[src/rtl/trb_mem_arbiter_pkg.sv]
// Shared types and default sizing for the trace-buffer memory arbiter.
package DTB_PKG;

    localparam int TRB_DEPTH  = 16;
    localparam int TRB_WIDTH  = 8;
    localparam int ARB_PORT_W = 2;

    // Requester identity, used both for the round-robin winner and the read-pipeline tag.
    typedef enum logic [ARB_PORT_W-1:0] {
        ARB_LW = 2'd0,
        ARB_LR = 2'd1,
        ARB_H  = 2'd2
    } arb_port_e;

endpackage

[src/rtl/trb_mem_arbiter_rr.sv]
// N-request round-robin arbiter: one-hot grant plus winner index; the port after
// the last winner has top priority, and the pointer only moves when something is granted.
module trb_rr_arbiter
    import DTB_PKG::*;
#(
    parameter int N = 3,
    localparam int IW = $clog2(N)
) (
    input  logic          CLK_I,
    input  logic          RST_NI,
    input  logic [N-1:0]  req,
    output logic [N-1:0]  gnt,
    output logic [IW-1:0] gnt_idx,
    output logic          gnt_any
);

    logic [IW-1:0] last_gnt_reg;
    logic [IW-1:0] rank [N];
    logic [N-1:0]  beats [N];

    // rank 0 is the port right after last_gnt_reg, i.e. the highest priority.
    for (genvar gi = 0; gi < N; gi++) begin : g_rank
        assign rank[gi] = IW'((gi + 2 * N - 1 - int'(last_gnt_reg)) % N);
    end

    for (genvar gi = 0; gi < N; gi++) begin : g_gnt
        for (genvar gj = 0; gj < N; gj++) begin : g_beat
            assign beats[gi][gj] = req[gj] && (rank[gj] < rank[gi]);
        end
        assign gnt[gi] = req[gi] && !(|beats[gi]);
    end

    always_comb begin
        gnt_idx = '0;
        for (int i = 0; i < N; i++) begin
            if (gnt[i]) begin
                gnt_idx = IW'(i);
            end
        end
    end

    assign gnt_any = |req;

    // Reset to the last port so that port 0 (logger write) wins first.
    always_ff @(posedge CLK_I or negedge RST_NI) begin
        if (!RST_NI) begin
            last_gnt_reg <= IW'(N - 1);
        end else if (gnt_any) begin
            last_gnt_reg <= gnt_idx;
        end
    end

endmodule

[src/rtl/trb_mem_arbiter.sv]
// Single-port trace-buffer RAM arbiter (logger write, logger read, debug host) with a
// two-cycle read-return pipeline. Host port present only when TRB_ARB_HOST_PORT_EN is defined.
module trb_mem_arbiter
    import DTB_PKG::*;
#(
    parameter int DEPTH = TRB_DEPTH,
    parameter int WIDTH = TRB_WIDTH,
    localparam int AW = $clog2(DEPTH)
) (
    input  logic             CLK_I,
    input  logic             RST_NI,
    input  logic             LW_REQ_I,
    input  logic [AW-1:0]    LW_ADDR_I,
    input  logic [WIDTH-1:0] LW_DATA_I,
    output logic             LW_GNT_O,
    input  logic             LR_REQ_I,
    input  logic [AW-1:0]    LR_ADDR_I,
    output logic             LR_GNT_O,
    output logic             LR_VALID_O,
    output logic [WIDTH-1:0] LR_DATA_O,
    input  logic             H_REQ_I,
    input  logic             H_WE_I,
    input  logic [AW-1:0]    H_ADDR_I,
    input  logic [WIDTH-1:0] H_DATA_I,
    output logic             H_GNT_O,
    output logic             H_VALID_O,
    output logic [WIDTH-1:0] H_DATA_O,
    output logic             MEM_EN_O,
    output logic             MEM_WE_O,
    output logic [AW-1:0]    MEM_ADDR_O,
    output logic [WIDTH-1:0] MEM_DATA_O,
    input  logic [WIDTH-1:0] MEM_DATA_I
);

`ifdef TRB_ARB_HOST_PORT_EN
    localparam int NPORT = 3;
`else
    localparam int NPORT = 2;
`endif
    localparam int IW = $clog2(NPORT);

    logic [NPORT-1:0] req;
    logic [NPORT-1:0] gnt;
    logic [IW-1:0]    gnt_idx;
    logic             gnt_any;
    arb_port_e        win_port;

    logic             s1_valid_reg;
    arb_port_e        s1_port_reg;
    logic             lr_valid_reg;
    logic [WIDTH-1:0] lr_data_reg;

`ifdef TRB_ARB_HOST_PORT_EN
    assign req = {H_REQ_I, LR_REQ_I, LW_REQ_I};
`else
    assign req = {LR_REQ_I, LW_REQ_I};
`endif

    trb_rr_arbiter #(.N(NPORT)) u_rr (
        .CLK_I   (CLK_I),
        .RST_NI  (RST_NI),
        .req     (req),
        .gnt     (gnt),
        .gnt_idx (gnt_idx),
        .gnt_any (gnt_any)
    );

    assign win_port = arb_port_e'(ARB_PORT_W'(gnt_idx));
    assign LW_GNT_O = gnt[0];
    assign LR_GNT_O = gnt[1];

    always_comb begin
        MEM_EN_O   = gnt_any;
        MEM_WE_O   = 1'b0;
        MEM_ADDR_O = '0;
        MEM_DATA_O = '0;
        if (gnt_any) begin
            case (win_port)
                ARB_LW: begin
                    MEM_WE_O   = 1'b1;
                    MEM_ADDR_O = LW_ADDR_I;
                    MEM_DATA_O = LW_DATA_I;
                end
                ARB_LR: MEM_ADDR_O = LR_ADDR_I;
`ifdef TRB_ARB_HOST_PORT_EN
                ARB_H: begin
                    MEM_WE_O   = H_WE_I;
                    MEM_ADDR_O = H_ADDR_I;
                    MEM_DATA_O = H_DATA_I;
                end
`endif
                default: ;
            endcase
        end
    end

    // Stage 1 tags the read at grant; stage 2 steers the RAM output to its owner.
    always_ff @(posedge CLK_I or negedge RST_NI) begin
        if (!RST_NI) begin
            s1_valid_reg <= 1'b0;
            s1_port_reg  <= ARB_LW;
            lr_valid_reg <= 1'b0;
            lr_data_reg  <= '0;
        end else begin
            s1_valid_reg <= gnt_any && !MEM_WE_O;
            s1_port_reg  <= win_port;
            lr_valid_reg <= s1_valid_reg && (s1_port_reg == ARB_LR);
            if (s1_valid_reg && (s1_port_reg == ARB_LR)) begin
                lr_data_reg <= MEM_DATA_I;
            end
        end
    end

    assign LR_VALID_O = lr_valid_reg;
    assign LR_DATA_O  = lr_data_reg;

`ifdef TRB_ARB_HOST_PORT_EN
    logic             h_valid_reg;
    logic [WIDTH-1:0] h_data_reg;

    always_ff @(posedge CLK_I or negedge RST_NI) begin
        if (!RST_NI) begin
            h_valid_reg <= 1'b0;
            h_data_reg  <= '0;
        end else begin
            h_valid_reg <= s1_valid_reg && (s1_port_reg == ARB_H);
            if (s1_valid_reg && (s1_port_reg == ARB_H)) begin
                h_data_reg <= MEM_DATA_I;
            end
        end
    end

    assign H_GNT_O   = gnt[2];
    assign H_VALID_O = h_valid_reg;
    assign H_DATA_O  = h_data_reg;
`else
    logic unused_host;
    assign unused_host = ^{H_REQ_I, H_WE_I, H_ADDR_I, H_DATA_I};
    assign H_GNT_O     = 1'b0;
    assign H_VALID_O   = 1'b0;
    assign H_DATA_O    = '0;
`endif

endmodule

[config.mk]
export PLATFORM = sky130hd
export DESIGN_NAME = trb_mem_arbiter
export DESIGN_NICKNAME = d
export VERILOG_FILES = /design/src/rtl/trb_mem_arbiter_pkg.sv /design/src/rtl/trb_mem_arbiter_rr.sv /design/src/rtl/trb_mem_arbiter.sv
export SDC_FILE = /design/constraint.sdc
export NUM_CORES = 1
export LEC_CHECK = 0
export BUFFER_PORTS_ARGS = -buffer_cell sky130_fd_sc_hd__buf_2
export CAP_MARGIN = 20
export CORE_MARGIN = 2
export CORE_UTILIZATION = 32
export DETAILED_ROUTE_END_ITERATION = 10
export PLACE_DENSITY_LB_ADDON = 0.12
export RECOVER_POWER = 50
export SYNTH_ARGS = -nofsm -noshare
export SYNTH_HDL_FRONTEND = slang
export SYNTH_SLANG_ARGS = --single-unit
[constraint.sdc]
create_clock -name CLK_I -period 1.15 [get_ports CLK_I]
set_clock_uncertainty 0.05 [all_clocks]
set_input_delay 0.0575 -clock CLK_I [delete_from_list [all_inputs] [get_ports CLK_I]]
set_output_delay 0.0575 -clock CLK_I [all_outputs]
set_load 0.02 [all_outputs]
==> results of run 1 <==
==> power by group through the flow <==
stage	combinational [uW]	clock, uW	sequential (uW)
2_1_floorplan	273	0	667
5_1_grt	668	367	573
3_3_place_gp	531	0	559
4_1_cts	633	337	559
3_5_place_dp	539	0	565
6_report	629	330	557
==> per-layer routing <==
| layer | up-vias | wire (um) | GRT usage |
|---|---|---|---|
| li1 | 305 | - | - |
| met1 | 275 | 628 | 0.149 |
| met2 | 33 | 856 | 0.259 |
| met3 | 2 | 127 | 0.0515 |
| met4 | 0 | 14 | 0.0417 |
| met5 | - | 0 | 0 |
==> area by class of cell <==
cell class / instances / area [sq um] / area share
timing repair buffer: 62 / 450 / 0.393
sequential: 12 / 302 / 0.263
clock buffer: 4 / 36.3 / 0.0316
inverter: 1 / 3.75 / 0.00327
multi-input combinational: 40 / 322 / 0.280
tap: 27 / 33.8 / 0.0294
==> path summary, 6_finish.rpt <==
| check | slack, ns | cells past startpoint | end |
|---|---|---|---|
| worst max-delay path | -0.29 | 3 | MEM_DATA_O[7] |
| worst min-delay path | 0.04 | 3 | u_rr.last_gnt_reg |
| worst max register to register | -0.05 | 2 | LR_DATA_O[1] |
| worst min register to register | 0.45 | 1 | LR_DATA_O[6] |
| max in group asynchronous | 0.38 | 2 | LR_DATA_O[2] |
| min in group asynchronous | 0.27 | 2 | s1_valid_reg |
==> worst register-to-register path, stage by stage (launching register included) <==
cell,delay (ns)
dfrtp_1,0.37
nand2_1,0.29
mux2_2,0.38
==> through the flow <==
| step | util | hold WS (ns) | setup WS [ns] | instance area [sq um] |
|---|---|---|---|---|
| after floorplan | - | -0.288 | -0.00640 | 706 |
| after global placement | 0.464 | -0.106 | -0.0322 | 911 |
| after detailed placement | 0.464 | -0.105 | -0.0499 | 911 |
| after CTS | 0.584 | 0.0441 | -0.295 | 1150 |
| after global routing | 0.585 | 0.0412 | -0.354 | 1150 |
| final | 0.585 | 0.0441 | -0.291 | 1150 |
==> cell families after synthesis <==
logic type      Yosys count  share of synthesized area
compound gates            7                      0.108
buf+inv                  14                      0.151
flops                    12                      0.456
other cells               1                    0.00567
simple gates             14                      0.144
mux                       8                      0.136
==> repair_timing <==
item	in CTS	in global routing
hold buffers	9	0
buffers inserted	0	0
cloned	1	0
endpoints found under the setup margin	15	17
resized for setup	32	3
endpoints found under the hold margin	20	0
pin swaps	4	1
==> cell usage in the layout, fill, tap and decap left out, drive strengths merged <==
master,instances
dfrtp,11
nor2,1
mux2,8
nand2,1
buf,52
nand2b,2
and3,8
or2,1
inv,1
and2,2
a32o,4
a21oi,1
a21boi,2
clkbuf,5
conb,10
dfstp,1
dlygate4sd3,9
==> key figures, run 1 <==
Clock tree
  – CTS buffer count: 3
  – H-Tree Depth: 1
  – Clock Pin Slew Worst Setup and Hold Paths: 0.07 ns
  – Clk buf depth: 2
  – Clock sink count: 12
  – CTS tree: done
  – CTS root buffer: clkbuf_4
  – Worst-Skew Late Latency: 0.27 ns

Timing
  – RSZ-0062 raised after global routing: true
  – Hold Fails Final Rpt: 0
  – Least-Margin Pin Slew: 0.629 ns
  – # setup viols final: 23
  – Final slew viol count: 0
  – Setup_tns: -4.28 ns
  – Tmin final: 1.44 ns
  – Setup WS post-layout: -0.291 ns
  – Slew HR: 0.581
  – FMAX: 0.694 GHz
  – Final worst path period share: 1.25

Worst hold path
  – Worst min-delay path class: in -> reg
  – Hold wc startpoint: LR_REQ_I

Power and ir drop
  – P_sw: 510 uW
  – Total power: 1520 uW
  – Clock group share of total power: 0.218
  – Int Power: 1010 uW
  – PD cells: 1320 nW/um^2
  – Pleak: 0.000613 uW
  – Sw Share: 0.336
  – Comb power frac: 0.415
  – Flop pwr share: 0.367
  – Peak supply drop: 0.654 mV

Synthesis
  – Ys flop type: dfrtp_1
  – Synth unique cells: 19
  – Top cells by count, synth: dfrtp_1, buf_4, and3_1, mux2_2, a32o_1
  – Main area contributors after synthesis: dfrtp_1, mux2_2, buf_4, and3_1, a32o_1
  – EDFF count, synth: 0
  – Synth Register Bits: 12
  – Area leader, netlist: dfrtp_1
  – Post-Syn Area: 662 sq um
  – Sequential share of the synthesized area: 0.456
  – Cells after Synth: 56
  – Most common cell in the netlist: dfrtp_1
  – Syn_area_per_cell: 11.8 sq um
  – Synth top area share: 0.416
  – Ys async rst share: 1.00
  – YS warnings: 0

Finish
  – Layout cell share with drive strength beyond 1: 0.681
  – Layout Cells excl Fill: 146
  – Max reg flops: 8
  – Ant diodes: 0
  – Fill cells: 181
  – P&R area growth vs syn: 73.3%
  – Final nets: 162

Route
  – # DRC: 0
  – Vias per cell: 4.21
  – First-pass detailed-route iteration total: 3
  – Starting DRT DRC Count: 5
  – WL/cell: 11.1 um
  – Routed via count: 615
  – ANT nets after route: 0
  – Total Wirelength: 1630 um

Placed design
  – GPL Wtd Cong: 0.662
  – DP Cell Count: 132
  – Buffers on Ports: 52
  – Final HPWL DP: 1120 um

Worst setup path
  – Worst setup SP type: flip-flop
  – Crit end category: primary output
  – Crit-path cells: nand2b_4, and3_2, buf_6
  – CP delay by family, top: flip-flops
  – Crit path kind: reg -> out
  – Crit-path max cell delay: 0.58 ns
  – CP Buf/Inv Count: 1
  – FF-to-FF Start: s1_valid_reg
  – Max FO, Critical Path: 7
  – Critical path origin: u_rr.last_gnt_reg
  – Slowest-stage cell, CP: dfstp_2
  – CP arrival: 1.33 ns
  – Worst EP required: 1.04 ns

GRT
  – GRT Total Usage: 0.141
  – Antenna violations before repair: 0
  – Vias in the first global route: 629
  – Largest net degree at the start of global routing: 19
  – Total global routing overflow: 0
  – Global-route wire length before repair: 2660 um

Floorplanning
  – Die area: 2450 sq um
  – Core ar.: 1960 sq um
  – Die Ht: 49.5 um
  – Initial Util: 0.337
  – Die width: 49.5 um
  – FP Rows: 16
  – Top Ports: 77

Outcome
  – Failing checks: negative setup slack
  – Status: finished, violations left

Flow run
  – # Max-Cap Violations: 0
Power figures use the tool's default switching activity.
==> run 2, diff against run 1 <==
CELL_PAD_IN_SITES_DETAIL_PLACEMENT = 1   (was default)
CELL_PAD_IN_SITES_GLOBAL_PLACEMENT = 1   (was default)
CORE_UTILIZATION = 21   (was 32)
==> run 2 against run 1 <==
The run still ends with negative setup slack left. Non-clock buffer count stayed put. Combinational power fell by 0.6%. First-iteration DRC count increased by 60%. Clock power barely moved. Cell count up 12%. Sequential share of layout area is 0.31 points lower. Routed wire length up 12%. Flip-flop and latch count stayed put. Critical endpoint is now MEM_ADDR_O[3].
==> key figures, run 2 (synthesized netlist as in run 1, its figures left out) <==
Placed design
  – Area post-placement: 932 sq um (+2.3%)
  – Final HPWL DP: 1310 um (+17%)
  – GPL Wtd Cong: 0.659 (-0.38%)
  – Buffers on Ports: 52 (unchanged)
  – Pre-CTS setup slack: -0.0577 ns (-0.00779 ns)

Worst setup path
  – CP delay by family, top: flip-flops
  – CP arrival: 1.34 ns (about the same)
  – Worst setup SP type: flip-flop
  – R2R cell count: 2 (unchanged)
  – Slowest-stage cell, CP: dfstp_2
  – Max FO, Critical Path: 7 (unchanged)
  – Crit-path cells: nand2b_4, a32o_1, buf_6
  – Crit path kind: reg -> out
  – CP Buf/Inv Count: 1 (unchanged)
  – Crit-path max cell delay: 0.58 ns (about the same)
  – Crit end category: primary output
  – Worst EP required: 1.04 ns (about the same)
  – Critical Path Stages: 3 (unchanged)

Worst hold path
  – Hold Path Depth: 3 (unchanged)
  – Worst min-delay path class: in -> reg

Clock tree
  – H-Tree Depth: 1 (unchanged)
  – CTS tree: done
  – CTS buffer count: 3 (unchanged)
  – Clock sink count: 12 (unchanged)
  – Worst-Skew Late Latency: 0.27 ns (about the same)
  – CTS root buffer: clkbuf_4
  – Post-CTS setup buffer count: 0 (unchanged)
  – Clock Pin Slew Worst Setup and Hold Paths: 0.07 ns (about the same)
  – Clk buf depth: 2 (unchanged)

Power and ir drop
  – Sw Share: 0.337 (+0.000982)
  – Int Power: 1000 uW (-0.54%)
  – Pleak: 0.000603 uW (-1.7%)
  – Comb power frac: 0.414 (about the same)
  – Clock group share of total power: 0.218 (about the same)
  – Flop pwr share: 0.368 (about the same)
  – P_sw: 509 uW (about the same)
  – Peak supply drop: 0.305 mV (-53%)
  – PD cells: 1300 nW/um^2 (-1.6%)

Timing
  – # setup viols final: 23 (unchanged)
  – Hold Fails Final Rpt: 0 (unchanged)
  – Setup_tns: -4.29 ns (-0.00303 ns)
  – FMAX: 0.693 GHz (-0.16%)
  – Final slew viol count: 0 (unchanged)
  – Slew HR: 0.569 (-0.0116)
  – RSZ-0062 raised after global routing: true
  – Final worst path period share: 1.26 (+0.00203)
  – Tmin final: 1.44 ns (+0.00234 ns)
  – Setup WS post-layout: -0.293 ns (-0.00234 ns)
  – Least-Margin Pin Slew: 0.646 ns (+0.0175 ns)

Route
  – ANT nets after route: 0 (unchanged)
  – Vias per cell: 3.96 (-6.1%)
  – First-pass detailed-route iteration total: 2 (-1)
  – Routed via count: 645 (+4.9%)
  – # DRC: 0 (unchanged)
  – Total Wirelength: 1810 um (+12%)
  – Starting DRT DRC Count: 8 (+3)
  – WL/cell: 11.1 um (about the same)

Outcome
  – Status: finished, violations left
  – Failing checks: negative setup slack

Floorplanning
  – Core ar.: 3030 sq um (+54%)
  – Die width: 60.1 um (+22%)
  – Die Ht: 60.1 um (+22%)
  – Die area: 3620 sq um (+48%)
  – FP Rows: 20 (+4)
  – Top Ports: 77 (unchanged)
  – Initial Util: 0.219 (-0.119)

Finish
  – Ant diodes: 0 (unchanged)
  – Layout cell share with drive strength beyond 1: 0.655 (-0.0252)
  – Commonest non-fill, non-tap cell in the layout: buf_2
  – Max reg flops: 8 (unchanged)
  – Leading cell types in the layout, fill and taps excluded: buf_2, buf_6, dfrtp_1
  – Fill cells: 353 (+95%)
  – P&R area growth vs syn: 75.4%
  – Final nets: 162 (unchanged)
  – Final Instance Area: 1160 sq um (+1.2%)

GRT
  – GRT Total Usage: 0.102 (-0.0385)
  – Total global routing overflow: 0 (unchanged)
  – Vias in the first global route: 645 (+2.5%)
  – Global-route wire length before repair: 2740 um (+3.1%)
  – Largest net degree at the start of global routing: 19 (unchanged)
  – Antenna violations before repair: 0 (unchanged)

Flow run
  – # Max-Cap Violations: 0 (unchanged)
==> run 2: layout make-up <==
cell class                 instances  area [sq um]  share of cell area
clock buffer                       4          36.3              0.0313
sequential                        12           302               0.260
inverter                           1          3.75             0.00323
timing repair buffer              62           448               0.386
tap                               44          55.1              0.0474
multi-input combinational         40           317               0.273
==> run 2: metrics by stage <==
step	hold WS [ns]	utilization	cells	total power, uW
2_1_floorplan	-0.288	-	65	940
3_3_place_gp	-0.100	0.308	149	1100
3_5_place_dp	-0.101	0.308	149	1110
4_1_cts	0.0392	0.385	163	1540
5_1_grt	0.0711	0.383	163	1600
6_report	0.0468	0.383	163	1510
==> run 2: worst register-to-register path: cells and delay by family, from the launching register on <==
| kind | cells | cell delay [ns] |
|---|---|---|
| muxes | 1 | 0.38 |
| and+or+nand+nor | 1 | 0.29 |
| DFF | 1 | 0.36 |
==> run 2: timing repair <==
item	CTS	global route
setup endpoints to repair	15	15
endpoints found under the hold margin	20	0
pin swaps	4	1
cloned	1	0
hold buffers	9	0
resized for setup	31	1
==> run 2: layer usage <==
metal  vias to the layer above  global-route usage  part of all wire
met5                         -                   0                 0
met4                         0              0.0286            0.0050
met3                         2              0.0390             0.083
met2                        38               0.193              0.54
met1                       305               0.104              0.37
li1                        300                   -                 -
==> run 2: power groups by stage <==
stage	Combinational, uW	Clock, uW	Sequential (uW)
final	625	330	556
after global placement	537	0	559
after detailed placement	542	0	565
after CTS	634	346	558
after global routing	675	363	565
after floorplan	273	0	667
==> run 2: path summary, 6_finish.rpt <==
| kind | end | from | slack (ns) |
|---|---|---|---|
| max | MEM_ADDR_O[3] | u_rr.last_gnt_reg | -0.29 |
| min | u_rr.last_gnt_reg | LR_REQ_I | 0.05 |
| max reg2reg | LR_DATA_O[2] | s1_valid_reg | -0.05 |
| min reg2reg | LR_DATA_O[3] | LR_DATA_O[3] | 0.45 |
| max in group asynchronous | LR_DATA_O[2] | RST_NI | 0.37 |
| min in group asynchronous | s1_valid_reg | RST_NI | 0.27 |
==> run 3, diff against run 2 <==
--- a/config.mk
+++ b/config.mk
@@ -16,2 +16,3 @@
 export RECOVER_POWER = 50
+export REMOVE_ABC_BUFFERS = 1
 export SYNTH_ARGS = -nofsm -noshare
==> constraint.sdc (replaced) <==
create_clock -name CLK_I -period 1.15 [get_ports CLK_I]
set_clock_uncertainty 0.05 [all_clocks]
set_input_delay 0.115 -clock CLK_I [delete_from_list [all_inputs] [get_ports CLK_I]]
set_output_delay 0.115 -clock CLK_I [all_outputs]
set_load 0.02 [all_outputs]
==> run 3 against run 2 <==
The flow still finishes with violations (negative setup slack). First-iteration DRC count is 38% lower. Design area fell by 6.3%. Setup slack worse by 0.082 ns. Register-to-register slack is essentially flat. Cell count fell by 4.3%. Clock power decreased by 3%. Die area unchanged. Count of clock-buffer cells in the layout stayed put. Combinational power fell by 2%. Via count down 4.5%. Sequential power hardly changed.
==> key figures, run 3 (synthesized netlist as in run 1, its figures left out) <==
Power and ir drop
  – P_sw: 498 uW (-2.3%)
  – Sw Share: 0.335 (-0.00260)
  – Pleak: 0.000592 uW (-1.8%)
  – PD cells: 1370 nW/um^2 (+5.1%)
  – Comb power frac: 0.410 (-0.004)
  – Clock group share of total power: 0.216 (-0.002)
  – Peak supply drop: 0.426 mV (+40%)
  – Int Power: 990 uW (-1.1%)
  – Flop pwr share: 0.374 (+0.006)

Floorplanning
  – Die Ht: 60.1 um (unchanged)
  – Die width: 60.1 um (unchanged)
  – FP Rows: 20 (unchanged)
  – Core ar.: 3030 sq um (unchanged)
  – Top Ports: 77 (unchanged)
  – Initial Util: 0.219 (unchanged)
  – Die area: 3620 sq um (unchanged)

Finish
  – Leading cell types in the layout, fill and taps excluded: buf_2, buf_6, dfrtp_1
  – Layout cell share with drive strength beyond 1: 0.679 (+0.0231)
  – Final nets: 155 (-4.3%)
  – P&R area growth vs syn: 64.5%
  – Layout Cells excl Fill: 156 (-4.3%)
  – Commonest non-fill, non-tap cell in the layout: buf_2
  – Max reg flops: 8 (unchanged)
  – Ant diodes: 0 (unchanged)

Worst setup path
  – Slowest-stage cell, CP: dfstp_2
  – Crit-path cells: nand2b_4, a32o_1, buf_6
  – Worst EP required: 0.99 ns (-0.05 ns)
  – FF-to-FF End: LR_DATA_O[5]
  – Crit end category: primary output
  – Crit path kind: reg -> out
  – FF-to-FF Start: s1_port_reg[0]
  – Worst setup SP type: flip-flop
  – Reg2Reg Setup Slack: -0.04 ns (about the same)
  – Crit-path max cell delay: 0.60 ns (+0.02 ns)
  – CP arrival: 1.36 ns (+0.02 ns)
  – R2R cell count: 2 (unchanged)
  – Max FO, Critical Path: 7 (unchanged)

Timing
  – FMAX: 0.655 GHz (-5.4%)
  – Least-Margin Pin Slew: 0.632 ns (-0.0143 ns)
  – Final worst path period share: 1.33 (+0.0714)
  – Slew HR: 0.579 (+0.00956)
  – Tmin final: 1.53 ns (+0.0821 ns)
  – Setup WS post-layout: -0.376 ns (-0.0821 ns)
  – RSZ-0062 raised after global routing: true
  – Hold Fails Final Rpt: 0 (unchanged)
  – Final slew viol count: 0 (unchanged)
  – # setup viols final: 23 (unchanged)

Worst hold path
  – Worst min-delay path class: in -> reg
  – Hold Path Depth: 2 (-1)
  – Hold wc startpoint: MEM_DATA_I[1]
  – Hold Crit Endpoint: LR_DATA_O[1]

Outcome
  – Status: finished, violations left
  – Failing checks: negative setup slack

GRT
  – Antenna violations before repair: 0 (unchanged)
  – Vias in the first global route: 620 (-3.9%)
  – Largest net degree at the start of global routing: 19 (unchanged)
  – Global-route wire length before repair: 2510 um (-8.3%)
  – GRT Total Usage: 0.0908 (-0.0117)
  – Total global routing overflow: 0 (unchanged)

Placed design
  – GPL Wtd Cong: 0.615 (-6.7%)
  – Final HPWL DP: 1250 um (-4.4%)
  – Buffers on Ports: 52 (unchanged)
  – DP Cell Count: 150 (+0.67%)
  – Pre-CTS setup slack: -0.126 ns (-0.0686 ns)

Route
  – WL/cell: 10.5 um (-5.7%)
  – Starting DRT DRC Count: 5 (-3)
  – Vias per cell: 3.95 (-0.21%)
  – First-pass detailed-route iteration total: 2 (unchanged)
  – # DRC: 0 (unchanged)
  – ANT nets after route: 0 (unchanged)
  – Total Wirelength: 1640 um (-9.8%)
  – Routed via count: 616 (-4.5%)

Clock tree
  – Clock Pin Slew Worst Setup and Hold Paths: 0.07 ns (about the same)
  – H-Tree Depth: 1 (unchanged)
  – CTS buffer count: 3 (unchanged)
  – CTS root buffer: clkbuf_4
  – Clock sink count: 12 (unchanged)
  – Worst-Skew Late Latency: 0.26 ns (about the same)
  – Clk buf depth: 2 (unchanged)
  – CTS tree: done

Flow run
  – # Max-Cap Violations: 0 (unchanged)
## run 3: timing repair
action,in CTS,in global routing
setup buffers,0,0
endpoints found under the setup margin,15,15
pin swaps,3,2
hold buffers,1,0
gates resized for setup,28,7
gates cloned,1,0
endpoints found under the hold margin,12,0
## run 3: area by class of cell
class,count,area [sq um]
fillers,352,1940
repair buffers,55,378
multi-input cells,40,314
flip-flops and latches,12,302
well taps,44,55.1
clock buffers,4,36.3
inverters,1,3.75
## run 3: layer usage
| metal | global-route usage | share of wire |
|---|---|---|
| met3 | 0.0173 | 0.12 |
| met1 | 0.106 | 0.42 |
| met2 | 0.155 | 0.45 |
| met4 | 0.0476 | 0.0086 |
| met5 | 0 | 0 |
## run 3: critical path, delay by kind of cell, from the launching register on
kind,cells,cell delay [ns]
buf+inv,1,0.12
simple gates,1,0.19
compound gates,1,0.19
flops,1,0.60
## run 3: how the worst max path moves through the flow
stage,start,to,slack (ns),cells past startpoint
global placement,u_rr.last_gnt_reg,MEM_ADDR_O[3],-0.13,3
finish,u_rr.last_gnt_reg,MEM_ADDR_O[0],-0.38,3
CTS,u_rr.last_gnt_reg,MEM_ADDR_O[3],-0.38,3
global route,u_rr.last_gnt_reg,MEM_ADDR_O[3],-0.44,3
detailed placement,u_rr.last_gnt_reg,MEM_ADDR_O[3],-0.13,3
floorplan,u_rr.last_gnt_reg,MEM_ADDR_O[0],-0.03,2
## run 3: per-stage QoR
| step | utilization | total power, uW | hold slack, ns | area (sq um) | setup TNS [ns] |
|---|---|---|---|---|---|
| floorplan | - | 894 | -0.231 | 599 | -0.280 |
| global placement | 0.307 | 1100 | -0.0440 | 930 | -1.46 |
| detailed placement | 0.307 | 1110 | -0.0416 | 930 | -1.33 |
| CTS | 0.353 | 1500 | 0.0215 | 1070 | -5.22 |
| global route | 0.360 | 1590 | 0.0186 | 1090 | -6.98 |
| finish | 0.360 | 1490 | 0.0319 | 1090 | -5.40 |
## run 3: power groups by stage
stage	registers (uW)	clock network (uW)	logic, uW
3_5_place_dp	565	0	542
6_report	556	321	610
2_1_floorplan	667	0	227
5_1_grt	570	363	659
3_3_place_gp	561	0	537
4_1_cts	560	338	607
